## src/rtl/uart_pkg.sv

```systemverilog
// Shared UART definitions: scheduler state encoding and the common default bit timing.
package uart_pkg;

    localparam int unsigned DefaultClksPerBit = 8;

    typedef enum logic [1:0] {
        StIdle,
        StSend,
        StWait
    } tx_sched_state_e;

endpackage

```

## src/rtl/uart_rr_pick.sv

```systemverilog
// Rotating-priority pick: first set bit of req at index ptr, ptr+1, ... modulo NUM_REQ.
module uart_rr_pick #(
    parameter int unsigned NUM_REQ = 4
) (
    input  logic [NUM_REQ-1:0]         req,
    input  logic [$clog2(NUM_REQ)-1:0] ptr,
    output logic                       any,
    output logic [$clog2(NUM_REQ)-1:0] winner
);

    localparam int unsigned IdxW = $clog2(NUM_REQ);
    localparam logic [IdxW:0] NumReqW = (IdxW + 1)'(NUM_REQ);

    logic          found;
    logic [IdxW:0] idx;

    // One extra bit on idx so ptr + offset can wrap without overflowing.
    always_comb begin
        found  = 1'b0;
        winner = '0;
        idx    = '0;
        for (int i = 0; i < NUM_REQ; i++) begin
            idx = {1'b0, ptr} + (IdxW + 1)'(i);
            if (idx >= NumReqW) begin
                idx = idx - NumReqW;
            end
            if (!found && req[idx[IdxW-1:0]]) begin
                found  = 1'b1;
                winner = idx[IdxW-1:0];
            end
        end
        any = found;
    end

endmodule

```

## src/rtl/uart_tx_sched.sv

```systemverilog
// Round-robin scheduler sharing one UART transmitter among NUM_REQ byte requesters.
// Define UART_TX_SCHED_TIMEOUT_EN to enable the tx_done watchdog.
module uart_tx_sched
    import uart_pkg::*;
#(
    parameter int unsigned NUM_REQ        = 4,
    parameter int unsigned CLKS_PER_BIT   = DefaultClksPerBit,
    parameter int unsigned TIMEOUT_CYCLES = CLKS_PER_BIT * 12
) (
    input  logic                    clk,
    input  logic                    rst_n,
    input  logic [NUM_REQ-1:0]      req,
    input  logic [NUM_REQ-1:0][7:0] req_data,
    output logic [NUM_REQ-1:0]      ack,
    output logic                    tx_dv,
    output logic [7:0]              tx_byte,
    input  logic                    tx_done,
    output logic                    busy,
    output logic                    timeout_err
);

    localparam int unsigned IdxW = $clog2(NUM_REQ);

    tx_sched_state_e state_q, state_d;

    logic [IdxW-1:0]    ptr_q, ptr_nxt;
    logic [IdxW-1:0]    winner;
    logic               any;
    logic               launch;
    logic               timeout_hit;
    logic [NUM_REQ-1:0] ack_q, ack_d;
    logic               tx_dv_q;
    logic [7:0]         tx_byte_q;

    uart_rr_pick #(
        .NUM_REQ (NUM_REQ)
    ) u_pick (
        .req    (req),
        .ptr    (ptr_q),
        .any    (any),
        .winner (winner)
    );

    assign launch  = (state_q == StIdle) && any;
    assign ptr_nxt = (winner == IdxW'(NUM_REQ - 1)) ? '0 : winner + 1'b1;

`ifdef UART_TX_SCHED_TIMEOUT_EN
    localparam int unsigned CntW = $clog2(TIMEOUT_CYCLES + 1);

    logic [CntW-1:0] cnt_q, cnt_d;

    always_comb begin
        cnt_d = cnt_q;
        if (state_q == StSend) begin
            cnt_d = '0;
        end else if (state_q == StWait) begin
            cnt_d = cnt_q + 1'b1;
        end
    end

    always_ff @(posedge clk or negedge rst_n) begin
        if (!rst_n) begin
            cnt_q <= '0;
        end else begin
            cnt_q <= cnt_d;
        end
    end

    // cnt_q counts completed WAIT cycles, so it reaches TIMEOUT_CYCLES at the end of this one.
    assign timeout_hit = (state_q == StWait) && !tx_done &&
                         (cnt_q == CntW'(TIMEOUT_CYCLES - 1));
`else
    logic unused_timeout_cfg;

    assign unused_timeout_cfg = ^TIMEOUT_CYCLES;
    assign timeout_hit        = 1'b0;
`endif

    always_ff @(posedge clk or negedge rst_n) begin
        if (!rst_n) begin
            state_q <= StIdle;
        end else begin
            state_q <= state_d;
        end
    end

    always_comb begin
        state_d = state_q;
        unique case (state_q)
            StIdle: begin
                if (any) begin
                    state_d = StSend;
                end
            end
            StSend: state_d = StWait;
            StWait: begin
                if (tx_done || timeout_hit) begin
                    state_d = StIdle;
                end
            end
            default: state_d = StIdle;
        endcase
    end

    always_comb begin
        busy        = (state_q != StIdle);
        timeout_err = timeout_hit;
        ack         = ack_q;
        tx_dv       = tx_dv_q;
        tx_byte     = tx_byte_q;
    end

    always_comb begin
        ack_d = '0;
        if (launch) begin
            ack_d[winner] = 1'b1;
        end
    end

    // Byte, ack and strobe are captured together on the IDLE->SEND edge.
    always_ff @(posedge clk or negedge rst_n) begin
        if (!rst_n) begin
            ack_q     <= '0;
            tx_dv_q   <= 1'b0;
            tx_byte_q <= 8'h00;
            ptr_q     <= '0;
        end else begin
            ack_q   <= ack_d;
            tx_dv_q <= launch;
            if (launch) begin
                tx_byte_q <= req_data[winner];
                ptr_q     <= ptr_nxt;
            end
        end
    end

endmodule

```

## config.mk

```make
export PLATFORM = sky130hd
export DESIGN_NAME = uart_tx_sched
export DESIGN_NICKNAME = d
export VERILOG_FILES = /design/src/rtl/uart_pkg.sv /design/src/rtl/uart_rr_pick.sv /design/src/rtl/uart_tx_sched.sv
export SDC_FILE = /design/constraint.sdc
export NUM_CORES = 1
export LEC_CHECK = 0
export BUFFER_PORTS_ARGS = -buffer_cell sky130_fd_sc_hd__buf_2
export CORE_ASPECT_RATIO = 1.1
export CORE_MARGIN = 1
export CORE_UTILIZATION = 47
export CTS_CLUSTER_SIZE = 16
export DETAILED_ROUTE_END_ITERATION = 7
export GPL_TIMING_DRIVEN = 0
export PLACE_DENSITY = 0.83
export SYNTH_ARGS = -nofsm -noshare
export SYNTH_HDL_FRONTEND = slang
export SYNTH_SLANG_ARGS = --single-unit
```

## constraint.sdc

```tcl
create_clock -name clk -period 3.8 [get_ports clk]
set_input_delay 0.95 -clock clk [delete_from_list [all_inputs] [get_ports clk]]
set_output_delay 0.95 -clock clk [all_outputs]
set_load 0.03 [all_outputs]
```

After elaboration in Yosys (flattened, before gate mapping)
Cells that the tools add are included.

Reduce and logical (&&, ||, !) cells: 11. Order comparisons: 10. Muxes and demuxes: 29. Equality and inequality tests: 5. Add/sub/neg operators: 8.

Operator list (number): 2-bit 2-to-1 mux (11); 8-bit binary-select mux with 2-bit select (1); 2-bit by 3-bit < comparator with 1-bit output (second input constant) (5); 3-bit >= comparator (second input constant) (3); 1-bit 2-to-1 mux (9); 1-bit binary-select mux with 2-bit select (4); 8-bit 2-to-1 mux (1); 2-bit by 1-bit subtractor with 2-bit output (second input constant) (4); 2-bit by 2-bit adder with 3-bit output (second input constant) (2); 2-bit case mux with 3 select lines (1); 1-bit logical AND (5); 2-bit == test (second input constant) (2); 4-bit 2-to-1 mux (1); 2-bit != test (second input constant) (2); 2-bit by 1-bit adder with 3-bit output (second input constant) (1); 2-bit by 3-bit >= comparator with 1-bit output (second input constant) (1); 1-bit logical NOT (3); 2-bit by 1-bit adder with 2-bit output (second input constant) (1); 1-bit demux with 2-bit select (1); 2-bit by 1-bit == test with 1-bit output (second input constant) (1); 2-bit by 1-bit >= comparator with 1-bit output (second input constant) (1); 2-bit logical NOT (1); 2-bit AND reduction (1); 2-bit nonzero test (1).

Input bits: 39. Register bits: 17.

Logic depth before layout (Yosys ltp)
Gate-level depths: netlist of the first run.

Word-level depth: 19. Gate-level depth with buffers: 8.

Hierarchy
A second synthesis of the first run with hierarchy kept.

Cell total of the unflattened synthesis: 71. Area total of the unflattened synthesis: 997.2 um^2.

Modules (own cells, without submodules): uart_tx_sched (seq. area each 425.4 um^2, times used 1, area each 919.6 um^2, cells an instance 56); uart_rr_pick (seq. area each 0.0 um^2, times used 1, area each 77.6 um^2, cells an instance 15).

Least setup slack after synthesis of the first run
Ideal clock, no wire load.

Path kind: input-to-reg. Start: in req[0]. End: reg tx_byte_q[6], in the netlist tx_byte[6]. Arrival: 2163 ps. Stages: 7. Path buffers: 2. Data required time: 3676 ps. Slack: 1513 ps. Cells stage by stage: or3b_1 o221ai_2 buf_6 buf_12 mux2i_1 nor3_1 a211o_1.

Longest elaborated chain between the ends: 14. Elaborated cells between the ends (all ways): 25. Those cells by class: 18 x mux; 7 x reduce/logical.

RTL lines: start: declaration (RTL line uart_tx_sched.sv:12) `input logic [NUM_REQ-1:0] req,`; 1-bit binary-select mux with 2-bit select (RTL line uart_rr_pick.sv:27) `if (!found && req[idx[IdxW-1:0]]) begin`; 1-bit 2-to-1 mux (implied by the code) (RTL line uart_rr_pick.sv:27); 1-bit 2-to-1 mux (RTL line uart_rr_pick.sv:27); 1-bit logical NOT (RTL line uart_rr_pick.sv:27); 1-bit logical AND (RTL line uart_rr_pick.sv:27); 1-bit 2-to-1 mux (RTL line uart_rr_pick.sv:27); 1-bit logical NOT (RTL line uart_rr_pick.sv:27); 1-bit logical AND (RTL line uart_rr_pick.sv:27); 1-bit 2-to-1 mux (RTL line uart_rr_pick.sv:27); 1-bit logical NOT (RTL line uart_rr_pick.sv:27); 1-bit logical AND (RTL line uart_rr_pick.sv:27); 2-bit 2-to-1 mux (RTL line uart_rr_pick.sv:27); 8-bit binary-select mux with 2-bit select (RTL line uart_tx_sched.sv:131) `tx_byte_q <= req_data[winner];`; 8-bit 2-to-1 mux (implied by the code) (RTL line uart_tx_sched.sv:131); end signal: assignment (RTL line uart_tx_sched.sv:131); end: declaration (RTL line uart_tx_sched.sv:33) `logic [7:0] tx_byte_q;`.

Parallel ways exist; a longest one is shown, timed or not. The select of a mux whose other input is x is not followed. A chain may end at the register's enable or synchronous reset.

Worst setup path after layout of the first run
Ends and elaborated chain as after synthesis.

==> flow_summary_export.csv, run 1 <==
group,metric,value,unit
status,status,"finished clean",
worst_setup_path,worstSetupPathType,"input port to flop",
power,share_seq_of_total_power,0.296,
floorplan,core,2020,um2
layout,n_fill_cell,167,
synthesis,synth-async-reset-ratio,1.00,
flow_run,cap_viol_max_count,0,
sta,setup_viol,0,
synthesis,yosys_warnings,0,
sta,period_share,0.597,
placement,port-buffer-count,52,
worst_setup_path,cp-startpoint,"req[0]",
floorplan,fp.dieH,50.5,um
drt,vias,939,
power,peakVddDrop,544,uV
sta,worst_clock_skew,0.00117,ns
synthesis,synth_seq_cells,17,
power,p_per_area,792,nW/um2
power,power_frac_comb,0.613,
synthesis,netlist_area,1010,um2
layout,footprint_of_the_multi_input_gates,494,um2
power,p_leak,0.767,nW
clock_network,cts.root.buffer_cell,"clkbuf_4",
layout,num_antenna_cells,0,
layout,area_growth_syn_to_layout,32.1,%
synthesis,synth_sequential_area_ratio,0.423,
synthesis,yosysMostFrequentCell,"nor3_1",
placement,finalWeightedCongestion,0.796,
floorplan,rows,17,
sta,slew_violations,0,
sta,unrepaired_setup_endpoints_after_global_routing,"false",
worst_setup_path,required_time_of_the_critical_path,3.99,ns
floorplan,io-pin-count,54,
worst_setup_path,worstSetupEndpointType,"flop",
clock_network,insertion_delay_of_the_later_clocked_pin_in_the_worst_skew_pair,0.29,ns
grt,grt_util_all_layers,0.237,
clock_network,cts.path.max_buffers,2,
sta,final_period_minus_worst_setup_slack,2.27,ns
layout,finish.net_count,194,
drt,avgRoutedWirePerCell,13.6,um
synthesis,synth_edf_count,0,
clock_network,cts_hold_buf,0,
synthesis,netlist_top_cells_count,"18 x nor3_1, 17 x dfrtp_1, 17 x mux2i_1",
power,power_switching_share,0.469,
worst_setup_path,worst-endpoint-arrival,2.45,ns
synthesis,synthDominantCellAreaShare,0.423,
floorplan,initial_util,0.498,
synthesis,yosys.cell_types.count,30,
layout,post-route-util,0.658,
clock_network,post_cts.repair.setup_buffers,0,
worst_setup_path,cp-start-kind,"input port",
drt,dr.pass1.iters,2,
clock_network,clock_tree_from_tritoncts,"yes",
clock_network,numClockSinks,17,
worst_setup_path,worst_r2r_startpoint,"ptr_q[1]",
sta,timing.hold.ws,0.474,ns
grt,globalRoute.totalOverflow,0,
synthesis,post-synth-top-area-cell,"dfrtp_1",
drt,drt-total-wl,2470,um
synthesis,synthesis.area_per_instance,10.4,um2
synthesis,synthesis.nets,137,
sta,setup_total_negative_slack,0,ns
synthesis,post_synth_main_area_contributors,"dfrtp_1 42%, mux2i_1 17%, nor3_1 9.0%",
hold_path,hold_path.class,"flop to flop",
placement,post-dp-hpwl,1900,um
floorplan,floorplan.die.width,46.1,um
worst_setup_path,slack_of_the_worst_reg_to_reg_path,1.81,ns
clock_network,cts_buffers,3,
power,power.share.clock,0.091,
power,internal-power,0.559,mW
grt,first_global_vias,891,
synthesis,netlist_instances,97,
drt,first_iter_violations,6,
drt,drc_errors,0,
grt,grt_pass1_wl,3940,um
layout,regArea,425,um2
drt,routed_via_density,5.19,
grt,grt_start_max_net_pins,18,
hold_path,worstHoldStart,"state_q[0]",
sta,hold_viol,0,
clock_network,post_cts.resized_instances,0,
layout,layout-drive-gt1-share,0.438,
power,total_switching_power,0.494,mW
sta,timing.fmax,441,MHz
synthesis,dominantRegCellSynth,"dfrtp_1",
drt,ant_nets,0,
clock_network,htree_num_levels,1,
clock_network,cts.reportedPaths.clkPinSlew,0.10,ns
floorplan,die_area,2330,um2
grt,antenna_found_initial,0,
worst_setup_path,worst-path-max-fanout,10,
[layout by cell type, fill, tap and decap left out, types with 2 or more instances in the layout]
cell type	count
clkbuf_4	3
inv_2	3
clkbuf_1	3
a21oi_1	2
or2_1	2
buf_4	2
dfrtp_1	17
a211o_1	8
nand2_1	4
buf_2	52
mux2i_1	17
inv_1	2
nor3_1	18
[worst paths after layout]
kind / depth (start not counted) / end
setup / recovery: 8 / tx_byte[6]
hold / removal: 1 / state_q[1]
setup reg to reg: 7 / tx_byte[6]
hold reg to reg: 1 / state_q[1]
max in group asynchronous: 1 / ptr_q[0]
min in group asynchronous: 1 / tx_byte[1]
[per-stage QoR]
stage	total power, mW	cells	setup slack, ns	cell area, um2
2_1_floorplan	0.794	97	1.51	1010
3_5_place_dp	0.959	177	1.22	1300
6_report	1.05	181	1.53	1330
5_1_grt	1.12	181	1.48	1330
4_1_cts	1.05	181	1.53	1330
3_3_place_gp	0.940	177	1.29	1300
[worst max-delay path: stages]
cell      delay (ns)
buf_2           0.13
or3b_1          0.40
o221ai_2        0.09
buf_6           0.19
buf_12          0.16
mux2i_1         0.21
nor3_1          0.07
a211o_1         0.26
[cell type report]
class	instances	area share
timing repair buffer	52	0.196
sequential	17	0.320
multi-input combinational	66	0.372
buffer	8	0.0461
clock buffer	3	0.0169
tap	28	0.0264
clock inverter	1	0.00377
inverter	6	0.0188
[state kept, by name, summed over array words and instances, names as in the netlist]
register,count
ptr_q,2
ack,4
tx_byte,8
tx_dv,1
state_q,2
[metal layers]
| layer | vias up | wire length [um] | GRT usage |
|---|---|---|---|
| met3 | 5 | 75 | 0.0360 |
| li1 | 469 | - | - |
| met2 | 28 | 1360 | 0.423 |
| met5 | - | 0 | 0 |
| met4 | 0 | 34 | 0.0539 |
| met1 | 437 | 1000 | 0.289 |
[power groups by stage]
stage	Combinational [mW]	Sequential (mW)	Clock (mW)
final	0.645	0.311	0.0960
after global routing	0.694	0.323	0.105
after CTS	0.647	0.310	0.0976
after detailed placement	0.645	0.314	0
after global placement	0.630	0.310	0
after floorplan	0.364	0.430	0
[cells by family (layout without fill, tap and decap cells)]
logic type,after synthesis,after routing,synth area share
other cells,1,1,0.00373
buf+inv,14,70,0.0858
fa+ha+maj,1,1,0.0124
compound gates,17,17,0.141
mux,18,18,0.184
simple gates,29,29,0.151
flops,17,17,0.423
Power figures use the tool's default switching activity.
==> inputs of run 2 (changes only) <==
- ABC_AREA: default -> 1
- CORE_UTILIZATION: 47 -> 42
- PLACE_DENSITY: 0.83 -> 0.75
- clock period: 3.8 -> 1.95 ns (I/O delays scaled with it)
==> run 2 against run 1 <==
Utilization rose by 0.91 points. Area after synthesis increased by 22%. Worst hold slack got worse by 0.38 ns. Non-clock buffer count grew 19. Clock skew hardly changed. Register-to-register slack worse by 1.8 ns. Total power increased to 4.1 times the previous value. Routed wire length grew 51%. Die area increased by 34%. Global-route usage down 1.3 points.
==> flow_summary_export.csv, run 2 <==
group,metric,value,unit
synthesis,yosys.cell_types.count,24,
drt,dr.pass1.iters,4,
power,p_per_area,2330,nW/um2
sta,worst_clock_skew,0.00137,ns
synthesis,post_synth_main_area_contributors,"dfrtp_1 35%, nand2_1 18%, nand3_1 13%",
worst_setup_path,worst_r2r_startpoint,"ptr_q[0]",
synthesis,yosys_warnings,0,
floorplan,core,2780,um2
status,status,"finished clean",
clock_network,numClockSinks,17,
worst_setup_path,worstSetupEndpointType,"flop",
grt,first_global_vias,1199,
sta,postLayoutSetupSlackWorst,0.0282,ns
clock_network,cts.path.max_buffers,2,
grt,antenna_found_initial,0,
power,peakVddDrop,1120,uV
floorplan,floorplan.die.width,53.4,um
synthesis,dominantRegCellSynth,"dfrtp_1",
worst_setup_path,cp-startpoint,"ptr_q[0]",
floorplan,fp.dieH,58.6,um
drt,ant_nets,0,
worst_setup_path,worstSetupPathType,"flop to flop",
clock_network,cts.root.buffer_cell,"clkbuf_4",
sta,final_period_minus_worst_setup_slack,1.92,ns
synthesis,netlist_top_cells_count,"57 x nand2_1, 31 x nand3_1, 17 x dfrtp_1",
sta,unrepaired_setup_endpoints_after_global_routing,"true",
worst_setup_path,required_time_of_the_critical_path,2.14,ns
sta,period_share,0.986,
layout,num_antenna_cells,0,
sta,timing.hold.ws,0.0980,ns
synthesis,yosysMostFrequentCell,"nand2_1",
sta,timing.fmax,520,MHz
clock_network,insertion_delay_of_the_later_clocked_pin_in_the_worst_skew_pair,0.30,ns
floorplan,die_area,3130,um2
drt,routed_via_density,5.26,
sta,slew_violations,0,
power,p_leak,1.02,nW
worst_setup_path,reg2reg_depth,11,
placement,post-dp-hpwl,2300,um
placement,dp_worst_setup_slack,-0.253,ns
grt,grt_start_max_net_pins,18,
worst_setup_path,crit_end,"ptr_q[1]",
worst_setup_path,r2r-end,"ptr_q[1]",
grt,grt_pass1_wl,5220,um
power,power.share.clock,0.046,
clock_network,cts_buffers,3,
flow_run,cap_viol_max_count,0,
sta,hold_viol,0,
layout,mostFrequentLayoutCells,"55 x buf_2, 42 x nand2_1, 26 x nand3_1",
layout,area_growth_syn_to_layout,51.5,%
layout,layout-drive-gt1-share,0.512,
synthesis,synth_sequential_area_ratio,0.348,
clock_network,clock_tree_from_tritoncts,"yes",
drt,drt-total-wl,3730,um
clock_network,cts.reportedPaths.clkPinSlew,0.11,ns
synthesis,synthesis.area_per_instance,6.99,um2
synthesis,netlist_instances,175,
synthesis,synth_edf_count,0,
worst_setup_path,worst-endpoint-arrival,2.11,ns
synthesis,post-synth-top-area-cell,"dfrtp_1",
synthesis,synthesis.nets,215,
grt,globalRoute.totalOverflow,0,
worst_setup_path,critical_path_top_delay_cell,"dfrtp_1",
power,power_switching_share,0.534,
drt,vias,1488,
power,total_switching_power,2.30,mW
synthesis,netlist_area,1220,um2
clock_network,htree_num_levels,1,
sta,setup_viol,0,
layout,largest_register_ffs,8,
floorplan,io-pin-count,54,
drt,drc_errors,0,
worst_setup_path,cp-start-kind,"flop",
power,post-layout-total-power,4.31,mW
placement,port-buffer-count,52,
worst_setup_path,slowest_delay,0.41,ns
grt,grt_util_all_layers,0.224,
worst_setup_path,critical_path.cell_chain,"buf_6 > nand2_1 > nand2_4 > nand2_2 > nand2_2 > a31oi_1 > nand3_2 > buf_6 > ha_1 > nand2_1 > o21ai_1",
placement,finalWeightedCongestion,0.814,
power,internal-power,2.01,mW
power,share_seq_of_total_power,0.141,
floorplan,initial_util,0.440,
synthesis,synth_seq_cells,17,
worst_setup_path,worst-path-max-fanout,6,
drt,first_iter_violations,56,
layout,post-route-util,0.667,
floorplan,rows,20,
synthesis,synth-async-reset-ratio,1.00,
drt,avgRoutedWirePerCell,13.2,um
power,power_frac_comb,0.812,
synthesis,synthDominantCellAreaShare,0.348,
hold_path,hold_path.class,"input port to asynchronous set/reset pin",
worst_setup_path,slack_of_the_worst_reg_to_reg_path,0.03,ns
layout,finish.net_count,291,
layout,final_common_cell,"buf_2",
run 2: cell types whose count changed in the layout (fill, tap and decap cells not counted), sizes merged, moves of 2 or more:
cell | before | now
nand2 | 4 | 68
nand3 | 0 | 34
buf | 57 | 77
mux2i | 17 | 0
nor3 | 18 | 1
nand4 | 0 | 16
nor2 | 0 | 9
a211o | 8 | 0
inv | 6 | 14
a21oi | 2 | 0
or2 | 2 | 0
run 2: worst max-delay path: cells and delay by family, from the launching register on:
kind                       cells  cell delay, ns
AOI/OAI and AO/OA              2            0.24
DFF                            1            0.41
buffers and inverters          2            0.34
adders and majority gates      1            0.26
and+or+nand+nor                6            0.56
run 2: repair_timing:
action | in CTS | in global routing
pin swaps | 2 | 17
hold buffers | 0 | 0
cloned | 0 | 3
resized for setup | 8 | 41
setup buffers | 4 | 13
endpoints found under the setup margin | 2 | 14
run 2: layer usage:
| layer | global-route usage | wire [um] | vias to the layer above |
|---|---|---|---|
| met5 | 0 | 0 | - |
| met1 | 0.308 | 1530 | 696 |
| li1 | - | - | 728 |
| met3 | 0.0233 | 153 | 7 |
| met2 | 0.371 | 1990 | 57 |
| met4 | 0.0564 | 53 | 0 |
run 2: power by group through the flow:
stage	clock, mW	combinational [mW]	sequential [mW]
4_1_cts	0.201	2.83	0.590
3_5_place_dp	0	2.59	0.598
3_3_place_gp	0	2.55	0.596
2_1_floorplan	0	1.83	0.804
6_report	0.200	3.50	0.609
5_1_grt	0.219	3.84	0.629
run 2: worst min path at each step:
stage	from	end
after floorplan	rst_n	ack[0]
after global placement	rst_n	state_q[1]
after detailed placement	rst_n	state_q[0]
after CTS	rst_n	ack[0]
after global routing	rst_n	tx_dv
final	rst_n	tx_byte[1]
run 2: cells by family after synthesis:
family / Yosys count / share of synthesized area
simple gates: 128 / 0.515
buf+inv: 24 / 0.104
flops: 17 / 0.348
compound gates: 4 / 0.0194
fa+ha+maj: 1 / 0.0102
other cells: 1 / 0.00307
run 2: area by class of cell:
cell class / instances / area [um2]
Buffer: 8 / 73.8
Clock buffer: 3 / 22.5
Clock inverter: 1 / 5.00
Fill cell: 239 / 926
Inverter: 15 / 75.1
Multi-Input combinational cell: 134 / 769
Sequential cell: 17 / 427
Tap cell: 33 / 41.3
Timing Repair Buffer: 71 / 429
Timing Repair inverter: 1 / 8.76
run 2: stage by stage:
stage	setup TNS (ns)	cells	cell area, um2
after floorplan	0	175	1220
after global routing	-0.280	283	1850
after detailed placement	-0.536	260	1520
after global placement	-0.258	260	1520
after CTS	0	268	1610
final	0	283	1850
==> inputs of run 3 (changes only) <==
--- a/config.mk
+++ b/config.mk
@@ -10,9 +10,10 @@
 export CORE_ASPECT_RATIO = 1.1
 export CORE_MARGIN = 1
-export CORE_UTILIZATION = 42
+export CORE_UTILIZATION = 47
 export CTS_CLUSTER_SIZE = 16
 export DETAILED_ROUTE_END_ITERATION = 7
 export GPL_TIMING_DRIVEN = 0
-export PLACE_DENSITY = 0.75
+export PLACE_DENSITY = 0.8
+export RECOVER_POWER = 50
 export SYNTH_ARGS = -nofsm -noshare
 export SYNTH_HDL_FRONTEND = slang
==> constraint.sdc (replaced) <==
create_clock -name clk -period 2.2 [get_ports clk]
set_input_delay 0.55 -clock clk [delete_from_list [all_inputs] [get_ports clk]]
set_output_delay 0.55 -clock clk [all_outputs]
set_load 0.02 [all_outputs]
==> run 3 against run 2 <==
Register-to-register slack improved by 0.12 ns. Routed wire length decreased by 22%. Clock-buffer cell count unchanged. Sequential share of layout area increased by 4.0 points. Setup slack improved by 0.12 ns. Die area decreased by 10%. Design area decreased by 15%. Sequential cell count unchanged. Global-route usage decreased by 1.3 points. Final cell count decreased by 6.0%. Largest cell class unchanged. Highest routed layer unchanged.
==> flow_summary_export.csv, run 3 (synthesis gave the netlist of run 2 again) <==
group,metric,value,unit
grt,grt_pass1_wl,4550,um
clock_network,clock_tree_from_tritoncts,"yes",
drt,routed_via_density,4.96,
layout,mostFrequentLayoutCells,"57 x nand2_1, 51 x buf_2, 31 x nand3_1",
drt,first_iter_violations,42,
drt,dr.pass1.iters,4,
drt,wl_met2,1450,um
drt,vias,1319,
clock_network,cts.root.buffer_cell,"clkbuf_4",
layout,num_antenna_cells,0,
layout,layout-drive-gt1-share,0.340,
grt,grt_start_max_net_pins,18,
layout,final_common_cell,"nand2_1",
sta,max-slew-margin-rel,0.447,
sta,setup_viol,0,
clock_network,cts.reportedPaths.clkPinSlew,0.10,ns
floorplan,rows,19,
placement,port-buffer-count,52,
clock_network,numClockSinks,17,
layout,finish.net_count,276,
sta,final_period_minus_worst_setup_slack,2.05,ns
grt,globalRoute.totalOverflow,0,
sta,setup_total_negative_slack,0,ns
layout,area_growth_syn_to_layout,28.7,%
sta,period_share,0.933,
sta,hold_viol,0,
clock_network,cts_buffers,3,
placement,post-dp-hpwl,2210,um
hold_path,hold_path.class,"input port to asynchronous set/reset pin",
clock_network,cts_hold_buf,0,
floorplan,die_area,2810,um2
drt,drc_errors,0,
power,p_leak,0.888,nW
drt,metal3_wl,166,um
grt,first_global_vias,1092,
worst_setup_path,worst-endpoint-arrival,2.23,ns
power,p_per_area,1930,nW/um2
clock_network,insertion_delay_of_the_later_clocked_pin_in_the_worst_skew_pair,0.29,ns
layout,largest_register_ffs,8,
grt,antenna_found_initial,0,
layout,n_fill_cell,262,
drt,ant_nets,0,
sta,timing.fmax,487,MHz
sta,postLayoutSetupSlackWorst,0.148,ns
placement,finalWeightedCongestion,0.811,
sta,timing.hold.ws,0.323,ns
grt,grt_util_all_layers,0.211,
floorplan,core,2470,um2
sta,worst_clock_skew,0.00661,ns
layout,post-route-util,0.636,
worst_setup_path,worstSetupPathType,"flop to flop",
floorplan,io-pin-count,54,
worst_setup_path,worstSetupEndpointType,"flop",
placement,dp_worst_setup_slack,-0.00616,ns
worst_setup_path,cp-start-kind,"flop",
power,peakVddDrop,1680,uV
sta,worst_slew_pin_slew,0.829,ns
flow_run,cap_viol_max_count,0,
drt,dr.max_layer_used,"met4",
drt,drt-total-wl,2890,um
worst_setup_path,required_time_of_the_critical_path,2.38,ns
power,post-layout-total-power,3.04,mW
drt,avgRoutedWirePerCell,10.9,um
sta,slew_violations,0,
floorplan,floorplan.die.width,50.6,um
drt,met1_length,1250,um
worst_setup_path,worst-path-max-fanout,10,
status,status,"finished clean",
floorplan,initial_util,0.494,
floorplan,fp.dieH,55.5,um
clock_network,htree_num_levels,1,
clock_network,cts.path.max_buffers,2,
-- run 3: final cells by class --
type                            count  area [um2]  share of cell area
Clock buffer                        3        22.5              0.0143
Sequential cell                    17         425               0.270
Timing Repair Buffer               56         282               0.179
Tap cell                           31        38.8              0.0247
Multi-Input combinational cell    134         672               0.427
Clock inverter                      1        5.00             0.00318
Inverter                           15        63.8              0.0406
Buffer                              9        63.8              0.0406
-- run 3: routing by layer --
metal  vias to the layer above  global-route usage
met1                       570               0.266
met4                         0              0.0476
met2                        48               0.366
met5                         -                   0
met3                         5              0.0413
li1                        696                   -
-- run 3: power breakdown --
group | internal, mW | total (mW) | switching (mW)
clock | 0.0676 | 0.161 | 0.0933
sequential | 0.459 | 0.527 | 0.0683
combinational | 0.870 | 2.35 | 1.48
total | 1.40 | 3.04 | 1.64
-- run 3: critical path, stage by stage (launching register included) --
cell,delay [ns]
dfrtp_1,0.38
buf_6,0.15
inv_8,0.08
nand2_1,0.06
nand3_1,0.11
nand2_2,0.09
nor2_4,0.15
nand3_4,0.15
nand3_4,0.16
buf_8,0.15
inv_1,0.05
ha_1,0.28
nand2_1,0.06
o21ai_0,0.07
-- run 3: worst paths after layout --
path	from	end	slack [ns]	cells past startpoint
max reg2reg	ptr_q[0]	ptr_q[1]	0.15	13
min in group clk	tx_byte[3]	tx_byte[3]	0.49	2
min reg2reg	tx_byte[3]	tx_byte[3]	0.49	2
min	rst_n	state_q[1]	0.32	1
max	ptr_q[0]	ptr_q[1]	0.15	13
max in group asynchronous	rst_n	tx_byte[3]	1.36	1
-- run 3: what timing repair did --
item	in CTS	in global routing
setup endpoints to repair	0	1
gates resized for setup	0	1
buffers inserted	0	4
-- run 3: through the flow --
step | area, um2 | cells
2_1_floorplan | 1220 | 175
3_3_place_gp | 1520 | 258
3_5_place_dp | 1520 | 258
4_1_cts | 1550 | 262
5_1_grt | 1570 | 266
6_report | 1570 | 266
